--- config.mk ---
export PLATFORM = sky130hd
export DESIGN_NAME = trig_bcd_digits
export DESIGN_NICKNAME = d
export VERILOG_FILES = /design/src/rtl/osc_disp_pkg.sv /design/src/rtl/bcd_dabble_step.sv /design/src/rtl/trig_bcd_digits.sv
export SDC_FILE = /design/constraint.sdc
export NUM_CORES = 1
export LEC_CHECK = 0
export BUFFER_PORTS_ARGS = -buffer_cell sky130_fd_sc_hd__buf_2
export CORE_ASPECT_RATIO = 0.7
export CORE_MARGIN = 2
export CORE_UTILIZATION = 35
export DETAILED_ROUTE_END_ITERATION = 16
export HOLD_SLACK_MARGIN = 0.12
export PLACE_DENSITY = 0.54
export SYNTH_ARGS = -nofsm -noshare
export SYNTH_HDL_FRONTEND = slang
export SYNTH_HIERARCHICAL = 1
export SYNTH_SLANG_ARGS = --single-unit
--- constraint.sdc ---
create_clock -name clk -period 6.4 [get_ports clk]
set_clock_uncertainty 0.1 [all_clocks]
set_input_delay 0.32 -clock clk [delete_from_list [all_inputs] [get_ports clk]]
set_output_delay 0.32 -clock clk [all_outputs]
set_load 0.02 [all_outputs]
--- src/rtl/osc_disp_pkg.sv ---
// osc_disp_pkg: character codes and BCD converter state shared by the on-screen display pipeline.
package osc_disp_pkg;
    localparam int DIGIT_CODE_W = 5;
    localparam logic [4:0] CHAR_PLUS  = 5'd16;
    localparam logic [4:0] CHAR_MINUS = 5'd17;
    localparam logic [4:0] CHAR_BLANK = 5'd31;
    typedef enum logic [1:0] {IDLE, SHIFT, FINAL} bcd_state_t;
endpackage

--- src/rtl/bcd_dabble_step.sv ---
// bcd_dabble_step: double-dabble correction, adds 3 to every BCD nibble that is 5 or more.
module bcd_dabble_step #(
    parameter int NUM_DIGITS = 10
) (
    input  logic [NUM_DIGITS*4-1:0] bcd_in,
    output logic [NUM_DIGITS*4-1:0] bcd_out
);
    for (genvar g = 0; g < NUM_DIGITS; g++) begin : g_nib
        assign bcd_out[g*4+:4] = (bcd_in[g*4+:4] >= 4'd5) ? bcd_in[g*4+:4] + 4'd3 : bcd_in[g*4+:4];
    end
endmodule

--- src/rtl/trig_bcd_digits.sv ---
// trig_bcd_digits: serial binary-to-BCD conversion of the trigger level into blanked character codes.
module trig_bcd_digits
    import osc_disp_pkg::*;
#(
    parameter int DATA_W     = 32,
    parameter int NUM_DIGITS = 10
) (
    input  logic                             clk,
    input  logic                             rst_n,
    input  logic                             start,
    input  logic [DATA_W-1:0]                value,
    input  logic [4:0]                       sign_code,
    output logic                             busy,
    output logic                             done,
    output logic [4:0]                       sign_out,
    output logic [NUM_DIGITS*DIGIT_CODE_W-1:0] digit_codes
);
    localparam int BCD_W   = NUM_DIGITS * 4;
    localparam int CNT_W   = $clog2(DATA_W + 1);
    localparam int CODES_W = NUM_DIGITS * DIGIT_CODE_W;
    localparam logic [CODES_W-1:0] RESET_CODES = {{(NUM_DIGITS-1){CHAR_BLANK}}, 5'd0};

    // ceil(DATA_W * log10(2)) digits are needed to hold the largest magnitude
    if (NUM_DIGITS < (DATA_W * 30103 + 99999) / 100000) begin : g_param_check
        $error("trig_bcd_digits: NUM_DIGITS too small for DATA_W");
    end

    bcd_state_t           state_q, state_d;
    logic [DATA_W-1:0]    shift_q, shift_d;
    logic [BCD_W-1:0]     bcd_q, bcd_d, bcd_adj;
    logic [CNT_W-1:0]     cnt_q, cnt_d;
    logic [4:0]           sign_hold_q, sign_hold_d, sign_out_q, sign_out_d;
    logic [CODES_W-1:0]   digits_q, digits_d, fmt_codes;
    logic                 busy_q, busy_d, done_q, done_d, seen;

    bcd_dabble_step #(.NUM_DIGITS(NUM_DIGITS)) u_step (.bcd_in(bcd_q), .bcd_out(bcd_adj));

    // Digits above the most significant nonzero one are blanked; digit 0 is always shown.
    always_comb begin
        seen      = 1'b0;
        fmt_codes = '0;
        for (int i = NUM_DIGITS - 1; i >= 0; i--) begin
            seen = seen || (bcd_q[i*4+:4] != 4'd0) || (i == 0);
            fmt_codes[i*DIGIT_CODE_W+:DIGIT_CODE_W] = seen ? {1'b0, bcd_q[i*4+:4]} : CHAR_BLANK;
        end
    end

    always_comb begin
        state_d     = state_q;
        shift_d     = shift_q;
        bcd_d       = bcd_q;
        cnt_d       = cnt_q;
        sign_hold_d = sign_hold_q;
        sign_out_d  = sign_out_q;
        digits_d    = digits_q;
        if (state_q == IDLE && start) begin
            shift_d     = value;
            sign_hold_d = sign_code;
            bcd_d       = '0;
            cnt_d       = '0;
            state_d     = SHIFT;
        end else if (state_q == SHIFT) begin
            {bcd_d, shift_d} = {bcd_adj, shift_q} << 1;
            cnt_d            = cnt_q + 1'b1;
            state_d          = (cnt_q == CNT_W'(DATA_W - 1)) ? FINAL : SHIFT;
        end else if (state_q == FINAL) begin
            digits_d   = fmt_codes;
            sign_out_d = (bcd_q == '0) ? CHAR_PLUS : sign_hold_q;
            state_d    = IDLE;
        end
        busy_d = (state_d != IDLE);
        done_d = (state_q == FINAL);
    end

    always_ff @(posedge clk or negedge rst_n) begin
        if (!rst_n) begin
            state_q     <= IDLE;
            shift_q     <= '0;
            bcd_q       <= '0;
            cnt_q       <= '0;
            sign_hold_q <= '0;
            sign_out_q  <= CHAR_PLUS;
            digits_q    <= RESET_CODES;
            busy_q      <= 1'b0;
            done_q      <= 1'b0;
        end else begin
            state_q     <= state_d;
            shift_q     <= shift_d;
            bcd_q       <= bcd_d;
            cnt_q       <= cnt_d;
            sign_hold_q <= sign_hold_d;
            sign_out_q  <= sign_out_d;
            digits_q    <= digits_d;
            busy_q      <= busy_d;
            done_q      <= done_d;
        end
    end

    assign busy        = busy_q;
    assign done        = done_q;
    assign sign_out    = sign_out_q;
    assign digit_codes = digits_q;
endmodule

# ---- Yosys cells after proc, flatten, opt, wreduce, memory -nomap -nowiden
# Cells that the tools add are included.
# W data, S select, Z words.
dict set report word_totals {
  wordCells 88
  inputBits 40
  reg_bits 141
}
dict set report op_classes {
  mux 30
  n_addsub 11
  reduce_logical 23
  n_lt_le_gt_ge 10
  n_eq_ne 3
  bitwise 2
}
# op count
set op_table {}
lappend op_table {{$mux W40} 2}
lappend op_table {{$mux W32} 2}
lappend op_table {{$mux W5} 10}
lappend op_table {{$ge A4 B3 Y1 const B} 10}
lappend op_table {{$logic_not A40 Y1} 1}
lappend op_table {{$add A4 B2 Y4 const B} 9}
lappend op_table {{$mux W4} 9}
lappend op_table {{$reduce_bool A4 Y1} 9}
lappend op_table {{$mux W6} 2}
lappend op_table {{$logic_or A1 B1 Y1} 8}
lappend op_table {{$mux W2} 4}
lappend op_table {{$add A6 B1 Y6 const B} 1}
lappend op_table {{$eq A6 B5 Y1 const B} 1}
lappend op_table {{$reduce_bool A2 Y1} 2}
lappend op_table {{$add A3 B2 Y3 const B} 1}
lappend op_table {{$mux W3} 1}
lappend op_table {{$reduce_and A3 Y1} 1}
lappend op_table {{$eq A2 B1 Y1 const B} 1}
lappend op_table {{$eq A2 B2 Y1 const B} 1}
lappend op_table {{$logic_not A2 Y1} 1}
lappend op_table {{$not A1 Y1} 2}
lappend op_table {{$logic_and A1 B1 Y1} 1}

# ---- Logic depth before layout (Yosys ltp)
# Gate-level depths: netlist of the first run.
dict set report depth {
  word_depth 10
  ltp_mapped 6
  depth_no_buf 6
}

# ---- By module
# The synthesis of the first run kept the hierarchy.
# module seq_area_each_um2 cells_per_inst n_inst area_per_inst_um2
set by_module_without_submodules {}
lappend by_module_without_submodules {trig_bcd_digits 3585.9 562 1 5896.9}
lappend by_module_without_submodules {bcd_dabble_step 0.0 160 1 1013.5}

# ---- Least setup slack after synthesis of the first run
# Ideal clock, no wire load.
dict set report synth_path {
  path_type {flip-flop to flip-flop}
  start {reg bcd_q[36]}
  end {reg digits_q[25] (netlist: digit_codes[25])}
  required_ns 6.228
  synth_period_minus_slack_ns 2.212
  arrival_time_ns 2.040
  setup_slack_ns 4.188
  path_buffers 1
  stages_incl_launch_ff 6
  path_cell_list {dfrtp_1 or4_4 or4_1 buf_2 or3_4 o21ai_1}
}
dict set report synth_between {
  elab_chain_len 6
}
# element line
set synth_rtl {}
lappend synth_rtl {{start, declared} trig_bcd_digits.sv:30} ;# logic [BCD_W-1:0] bcd_q, bcd_d, bcd_adj;
lappend synth_rtl {{start signal, assigned} trig_bcd_digits.sv:79} ;# bcd_q <= '0;
lappend synth_rtl {{start signal, assigned} trig_bcd_digits.sv:89} ;# bcd_q <= bcd_d;
lappend synth_rtl {{$reduce_bool A4 Y1} trig_bcd_digits.sv:43} ;# seen = seen || (bcd_q[i*4+:4] != 4'd0) || (i == 0);
lappend synth_rtl {{$logic_or A1 B1 Y1 (4 in a row)} trig_bcd_digits.sv:43}
lappend synth_rtl {{$mux W5} trig_bcd_digits.sv:44} ;# fmt_codes[i*DIGIT_CODE_W+:DIGIT_CODE_W] = seen ? {1'b0, bcd_q[i*4+:4]} : CHAR_BLANK;
lappend synth_rtl {{end signal, assigned} trig_bcd_digits.sv:93} ;# digits_q <= digits_d;
lappend synth_rtl {{end, declared} trig_bcd_digits.sv:33} ;# logic [CODES_W-1:0] digits_q, digits_d, fmt_codes;
# Every way passes these cells.
# A chain may end at the register's enable or synchronous reset.

# ---- Worst setup path in the final report of the first run
dict set report layout_path {
  start {reg state_q[0]}
  end {reg cnt_q[5]}
}
dict set report layout_between {
  elab_chain_len 3
  word_cells_on_any_way 5
}
# element line
set layout_rtl {}
lappend layout_rtl {{start, declared} trig_bcd_digits.sv:28} ;# bcd_state_t state_q, state_d;
lappend layout_rtl {{start signal, assigned} trig_bcd_digits.sv:87} ;# state_q <= state_d;
lappend layout_rtl {{$logic_not A2 Y1} trig_bcd_digits.sv:56} ;# if (state_q == IDLE && start) begin
lappend layout_rtl {{$logic_and A1 B1 Y1} trig_bcd_digits.sv:56}
lappend layout_rtl {{$mux W6 / $reduce_bool A2 Y1 (equally long branches)} --}
lappend layout_rtl {{end signal, assigned} trig_bcd_digits.sv:90} ;# cnt_q <= cnt_d;
lappend layout_rtl {{end, declared} trig_bcd_digits.sv:31} ;# logic [CNT_W-1:0] cnt_q, cnt_d;
# Several ways; a longest one is shown, not always the timed one.

==> results.cfg, run 1 <==
[outcome]
outcome = complete, no violations

[final_layout]
final_area_um2 = 8510
layout-drive-gt1-share_pct = 23.6
nets = 893
insertedDiodeCount = 0
area_growth_pct = 23.6

[routing]
antenna_left = 0
dr.pass1.iters = 4
drc_errors = 0
wl_um = 16900
num_vias = 5636
detail_route.vias_per_cell = 5.08
dr.first_iter.drc_count = 369
wl_per_cell_um = 15.3

[power_and_ir_drop]
ir_drop_uv = 169
power_leakage_nw = 3.92
total_power_mw = 4.19
p_per_area_nw_per_um2 = 492

[timing]
rsz0062_at_grt = no
hold_violations = 0
relSlewSlack_pct = 15.2
final.setup.worst_slack_ns = 3.31
post-route-period-util_pct = 48.3
finalSetupTns_ns = 0
setup-violations-final = 0
final_max_slew_viol_count = 0
fin_hold_ws_ns = 0.121
fin_crit_ns = 3.09
worst_pin_slew_ns = 1.27
timing.fmax_mhz = 324

[placed_design]
port_buffers = 95
dp_slack_ns = 3.34
dpl_cell_area_um2 = 7610
routabilityCongestion = 0.757
dp_hpwl_um = 10800

[setup_path]
worst_ep_arrival_time_ns = 3.28
critPathMaxFanout = 39
worst_setup_path_start_kind = flip-flop
slowest_stage = nor2b_4
crit_path_cell_trace = buf_4, nor2b_4, buf_4, nand4_1, o221ai_1, o31ai_1
crit_path_end_kind = flip-flop
critical-path-max-stage-delay_ns = 0.82
worstSetupPathType = reg -> reg
cp_common_cell = buf_4
worst_ep_required_time_ns = 6.59

[clock_network]
clock_sinks = 141
cts_tree = built
htreeDepth = 4
clkTransAtPathRegs_ns = 0.06
cts_resized = 0
cts_inserted_buffers = 17
clkLatencyLatePin_ns = 0.42
clockBufferDepth = 2
cts-root-buf = clkbuf_16

[die]
die_h_um = 121
num_rows = 42
start_util_pct = 36.1
coreArea_um2 = 19100
die_area_um2 = 20800
die_w_um = 172
io-pin-count = 97

[yosys]
syn_avg_cell_area_um2 = 9.60
synthCells = 718
syn_area_um2 = 6890
yosysWarnings = 6
synth_nets = 779

[grt]
grt_pass1_wl_um = 27900
overflow = 0
grt_max_degree = 83
grt_usage_pct = 17.0
antenna_found_initial = 0
grt_pass1_vias = 5513

[job]
max_cap_violations = 0

[min_path]
hp-class = in -> reg
## sequential cells by signal, indices dropped and copies added (netlist names)
signal,cells
digit_codes,49
bcd_q,40
shift_q,32
cnt_q,6
sign_hold_q,5
sign_out,5
state_q,2
busy,1
done,1
## per-layer routing
metal / global-route usage [%] / vias to the layer above / share of wire [%]
met3: 3.65 / 23 / 3.3
met4: 5.56 / 0 / 1.4
li1: - / 2731 / -
met1: 23.8 / 2770 / 50
met2: 26.3 / 112 / 46
met5: 0 / - / 0
## final timing paths
kind	start	endpoint	slack, ns	cells after the start
max	state_q[0]$_DFF_PN0_	cnt_q[5]$_DFFE_PN0P_	3.31	6
min reg2reg	digit_codes[47]$_DFFE_PN1P_	digit_codes[47]$_DFFE_PN1P_	0.35	2
max reg2reg	state_q[0]$_DFF_PN0_	cnt_q[5]$_DFFE_PN0P_	3.31	6
min in group asynchronous	rst_n	done$_DFF_PN0_	0.39	2
max in group asynchronous	rst_n	sign_hold_q[3]$_DFFE_PN0P_	4.51	3
min	value[2]	shift_q[2]$_DFFE_PN0P_	0.12	3
## power by group
group          total [mW]  internal, mW  switching (mW)
registers            1.66          1.30           0.363
logic                1.59         0.723           0.867
clock network       0.937         0.547           0.390
total                4.19          2.57            1.62
## through the flow
step / util, % / cells
global placement: 39.9 / 1043
finish: 44.6 / 1109
detailed placement: 39.9 / 1043
global route: 44.6 / 1109
floorplan: - / 718
CTS: 44.6 / 1109
## worst max-delay path, delay by kind of cell (launching register included)
kind                   cells  cell delay [ns]
AOI/OAI and AO/OA          2             0.30
DFF                        1             0.59
and+or+nand+nor            2             1.05
buffers and inverters      2             0.88
## layout make-up
class | count | area [um2]
Fill cell | 1799 | 10600
Clock inverter | 12 | 115
Clock buffer | 20 | 447
Inverter | 21 | 78.8
Timing Repair Buffer | 134 | 860
Multi-Input combinational cell | 517 | 3100
Tap cell | 264 | 330
Sequential cell | 141 | 3590
## layout by cell type (no fill, tap or decap), drive strengths merged, types with 3 or more instances in the layout
master,n
nor2,53
a22oi,31
dfstp,46
nand3,9
a22o,42
or4,9
inv,23
xnor2,10
clkinvlp,3
nand2,114
a21oi,57
dfrtp,95
nor4,7
nand2b,23
buf,100
o21ai,76
mux2i,10
ha,21
clkbuf,20
dlygate4sd3,34
nor2b,33
mux2,5
clkinv,6
## timing repair
item | in CTS | in global routing
hold buffers | 34 | 0
setup buffers | 0 | 0
endpoints found under the hold margin | 96 | 0
(Power assumes the default switching activity.)
==> inputs of run 2 (changes only) <==
Settings changed: ABC_AREA from default to 1.
Clock period 6.4 ns to 2.9 ns, I/O delays scaled along.
==> run 2 against run 1 <==
- worst hold slack improved by 0.035 ns
- power is 120% higher
- critical endpoint is now bcd_q[39]$_DFFE_PN0P_
- setup slack worse by 2.4 ns
- via count grew 3.6%
- critical path depth fell by 1
==> results.cfg, run 2 <==
[outcome]
outcome = complete, no violations

[routing]
dr.pass1.iters = 5
dr.first_iter.drc_count = 385
drc_errors = 0
wl_um = 17400
num_vias = 5841
detail_route.vias_per_cell = 4.73
wl_per_cell_um = 14.1
antenna_left = 0

[clock_network]
cts-root-buf = clkbuf_16
cts_hold_buf = 39
cts_resized = 0
cts_setup_buffers = 0
cts_inserted_buffers = 17
clkLatencyLatePin_ns = 0.42
htreeDepth = 4
cts_tree = built
clockBufferDepth = 2
clkTransAtPathRegs_ns = 0.06
clock_sinks = 141

[placed_design]
routabilityCongestion = 0.839
port_buffers = 95
dp_hpwl_um = 11300

[timing]
post-route-period-util_pct = 68.3
finalSetupTns_ns = 0
rsz0062_at_grt = no
final_max_slew_viol_count = 0
setup-violations-final = 0
worst_pin_slew_ns = 0.624
relSlewSlack_pct = 58.3
fin_crit_ns = 1.98
hold_violations = 0
timing.fmax_mhz = 505

[grt]
grt_max_degree = 61
antenna_found_initial = 0
grt_pass1_vias = 5591
grt_usage_pct = 17.0
grt_pass1_wl_um = 28600
overflow = 0

[final_layout]
largest_reg_flops = 49
final_cell_mix = nand2_1 (233), inv_1 (97), dfrtp_1 (95)
nets = 1013
area_growth_pct = 23.5
layout-drive-gt1-share_pct = 24.2
mostFrequentLayoutCell = nand2_1
insertedDiodeCount = 0
filler_cell_count = 2018

[power_and_ir_drop]
p_switching_mw = 3.70
p_sw_share_pct = 41.0
ir_drop_uv = 416
cell_internal_pwr_mw = 5.32
seqPwrFrac_pct = 37.8
power_leakage_nw = 4.30
total_power_mw = 9.02
p_per_area_nw_per_um2 = 1030
pwr-share-comb_pct = 39.5
pwr-share-clk_pct = 22.7

[setup_path]
critPathMaxFanout = 26
crit_path_end_kind = flip-flop
slowest_stage = dfrtp_1
worst_ep_arrival_time_ns = 2.21
critical-path-max-stage-delay_ns = 0.58
worst_setup_path_start_kind = flip-flop
worstSetupPathType = reg -> reg
crit_buf_inv = 2
worst_ep_required_time_ns = 3.13
path_delay_family = buffers and inverters
crit_path_cell_trace = nand2_4, inv_2, buf_4, nand2_1, o21ai_0

[die]
die_h_um = 123
die_area_um2 = 21400
num_rows = 43
die_w_um = 174
start_util_pct = 35.7
coreArea_um2 = 19800
io-pin-count = 97

[min_path]
hp-class = in -> async

[job]
max_cap_violations = 0

[yosys]
synth_nets = 882
syn_area_um2 = 7080
synthCells = 821
syn_avg_cell_area_um2 = 8.62
yosysWarnings = 6
## run 2: metrics by stage
step,setup WS (ns),cell area (um2),hold WS [ns],utilization [%],cells
floorplan,1.47,7080,-0.251,-,821
global placement,0.958,7800,0.0370,39.4,1164
detailed placement,0.921,7800,0.0397,39.4,1164
CTS,0.896,8740,0.166,44.1,1235
global route,0.700,8740,0.212,44.1,1235
finish,0.921,8740,0.157,44.1,1235
## run 2: power by group through the flow
stage	sequential, mW	clock [mW]	combinational (mW)
final	3.41	2.04	3.56
after global routing	3.51	2.17	4.09
after CTS	3.41	2.10	3.59
after detailed placement	3.43	0	3.54
after global placement	3.44	0	3.48
after floorplan	3.50	0	2.55
## run 2: final timing paths
path | depth (start not counted) | to | slack (ns) | startpoint
min | 2 | digit_codes[3]$_DFFE_PN0P_ | 0.16 | rst_n
max | 5 | bcd_q[39]$_DFFE_PN0P_ | 0.92 | state_q[0]$_DFF_PN0_
max reg2reg | 5 | bcd_q[39]$_DFFE_PN0P_ | 0.92 | state_q[0]$_DFF_PN0_
min in group clk | 4 | sign_hold_q[0]$_DFFE_PN0P_ | 0.36 | sign_code[0]
min reg2reg | 2 | digit_codes[24]$_DFFE_PN1P_ | 0.37 | digit_codes[24]$_DFFE_PN1P_
max in group asynchronous | 3 | digit_codes[28]$_DFFE_PN1P_ | 1.79 | rst_n
## run 2: worst register-to-register path: stages, from the launching register on
cell	delay (ns)
dfrtp_1	0.58
nand2_4	0.26
inv_2	0.48
buf_4	0.33
nand2_1	0.07
o21ai_0	0.07
## run 2: layout make-up
cell class	instances	area, um2	share of cell area (%)
Clock buffer	21	450	5.15
Clock inverter	11	95.1	1.09
Sequential cell	141	3590	41.0
Inverter	105	399	4.57
Timing Repair Buffer	142	945	10.8
Multi-Input combinational cell	545	2930	33.5
Tap cell	270	338	3.87
## run 2: per-layer routing
| metal | global-route usage (%) | share of wire [%] | up-vias | wire [um] |
|---|---|---|---|---|
| met1 | 24.3 | 52 | 2792 | 8980 |
| li1 | - | - | 2925 | - |
| met4 | 6.30 | 1.3 | 0 | 232 |
| met3 | 3.44 | 3.6 | 15 | 624 |
| met5 | 0 | 0 | - | 0 |
| met2 | 25.5 | 44 | 109 | 7590 |
==> inputs of run 3 (changes only) <==
Clock period 2.9 ns to 1.9 ns, I/O delays scaled along.
==> run 3 against run 2 <==
- critical path type unchanged
- wire length is 2.4% lower
- final cell count is 0.57% higher
- die area stayed put
- highest routed layer unchanged
- first-iteration DRC count is 2.9% lower
- cell area is 1.5% higher
- combinational power is 54% higher
- clock power is 60% higher
- setup slack worse by 0.72 ns
==> results.cfg, run 3 (synthesized netlist as in run 2, its figures left out) <==
[grt]
antenna_found_initial = 0
overflow = 0
grt_pass1_wl_um = 28600
grt_pass1_vias = 5516
grt_max_degree = 59
grt_usage_pct = 16.9

[final_layout]
largest_reg_flops = 49
layout-drive-gt1-share_pct = 24.9
insertedDiodeCount = 0
nets = 1020
area_growth_pct = 25.4
utilization_pct = 44.8
mostFrequentLayoutCell = nand2_1
final_cell_mix = nand2_1 (233), inv_1 (97), dfrtp_1 (95)
fin_cells = 1242

[placed_design]
dp_slack_ns = 0.208
routabilityCongestion = 0.816
dp.cells = 1171
port_buffers = 95
dp_hpwl_um = 11200

[setup_path]
critical-path-max-stage-delay_ns = 0.45
r2r_cells = 6
critPathMaxFanout = 6
r2r-start = bcd_q[23]$_DFFE_PN0P_
worst_setup_path_start_kind = flip-flop
worstSetupPathType = reg -> reg
path_delay_family = simple AND/OR/NAND/NOR gates
slowest_stage = dfrtp_1
crit_buf_inv = 0
worst_ep_required_time_ns = 2.09
reg2reg_slack_ns = 0.20
worst_ep_arrival_time_ns = 1.89
crit_path_cell_trace = nor2_2, nand2_1, nor2_4, nand3_1, nor2_2, o21ai_0
cp_common_cell = nor2_2
r2r_end = sign_out[2]$_DFFE_PN0P_
crit_path_end_kind = flip-flop

[power_and_ir_drop]
pwr-share-comb_pct = 39.2
power_leakage_nw = 4.37
p_sw_share_pct = 40.2
seqPwrFrac_pct = 37.4
cell_internal_pwr_mw = 8.34
ir_drop_uv = 566
pwr-share-clk_pct = 23.4
p_per_area_nw_per_um2 = 1570
p_switching_mw = 5.60

[clock_network]
cts_hold_buf = 39
cts_inserted_buffers = 17
cts_resized = 0
clkLatencyLatePin_ns = 0.42
clkTransAtPathRegs_ns = 0.06
clockBufferDepth = 2
cts-root-buf = clkbuf_16
cts_tree = built
htreeDepth = 4
clock_sinks = 141
cts_setup_buffers = 0

[timing]
worst_pin_slew_ns = 0.658
fin_crit_ns = 1.70
setup-violations-final = 0
final.setup.worst_slack_ns = 0.201
rsz0062_at_grt = no
final_max_slew_viol_count = 0
post-route-period-util_pct = 89.4
relSlewSlack_pct = 56.1
finalSetupTns_ns = 0
hold_violations = 0
fin_hold_ws_ns = 0.124
timing.fmax_mhz = 589

[routing]
num_vias = 5683
wl_um = 17000
drc_errors = 0
detail_route.vias_per_cell = 4.58
antenna_left = 0
wl_per_cell_um = 13.7
dr.pass1.iters = 4
dr.first_iter.drc_count = 374

[die]
io-pin-count = 97
num_rows = 43
start_util_pct = 35.7
coreArea_um2 = 19800
die_w_um = 174
die_area_um2 = 21400
die_h_um = 123

[job]
max_cap_violations = 0

[outcome]
outcome = complete, no violations

[min_path]
hp-class = in -> async
==> run 3: cell count changes in the layout (fill, tap and decap cells not counted) <==
cell | previous run | this run
buf_12 | 1 | 5
buf_4 | 7 | 10
bufinv_16 | 1 | 2
clkbuf_1 | 3 | 2
clkbuf_8 | 1 | 2
clkinvlp_4 | 3 | 2
==> run 3: how the worst max path moves through the flow <==
stage          slack [ns]                   from                 endpoint  depth (start not counted)
6_report             0.20  bcd_q[23]$_DFFE_PN0P_  sign_out[2]$_DFFE_PN0P_                          6
5_1_grt              0.07  bcd_q[23]$_DFFE_PN0P_  sign_out[2]$_DFFE_PN0P_                          6
4_1_cts              0.21  bcd_q[23]$_DFFE_PN0P_  sign_out[4]$_DFFE_PN1P_                          7
3_3_place_gp         0.25  bcd_q[20]$_DFFE_PN0P_  sign_out[1]$_DFFE_PN0P_                          6
3_5_place_dp         0.21  bcd_q[23]$_DFFE_PN0P_  sign_out[2]$_DFFE_PN0P_                          6
2_1_floorplan        0.47  bcd_q[12]$_DFFE_PN0P_    bcd_q[14]$_DFFE_PN0P_                          7
==> run 3: cell type report <==
type                            instances  area [um2]
Tap cell                              270         338
Clock buffer                           21         460
Inverter                              105         399
Multi-Input combinational cell        545        2930
Fill cell                            2039       10900
Clock inverter                         11         118
Sequential cell                       141        3590
Timing Repair Buffer                  149        1050
==> run 3: worst register-to-register path: cells and delay by family (launching register included) <==
kind             cells  cell delay (ns)
AO/OA/AOI/OAI        1             0.11
flip-flops           1             0.45
AND/OR/NAND/NOR      5             0.91
==> run 3: per-stage QoR <==
step                power [mW]  instance area (um2)
global route              15.2                 8870
finish                    13.9                 8870
detailed placement        10.7                 7910
CTS                       14.1                 8870
global placement          10.6                 7910
floorplan                 9.23                 7080
==> run 3: power by group through the flow <==
stage          clock [mW]  sequential (mW)  combinational, mW
3_3_place_gp            0             5.26               5.35
3_5_place_dp            0             5.24               5.43
4_1_cts              3.36             5.22               5.51
2_1_floorplan           0             5.35               3.89
5_1_grt              3.49             5.41               6.27
6_report             3.27             5.21               5.47
==> run 3: layer usage <==
metal,track usage [%],vias up,share of wire (%)
li1,-,2937,-
met1,25.0,2649,53
met2,25.0,84,42
met3,3.97,13,3.6
met4,3.99,0,0.92
met5,0,-,0
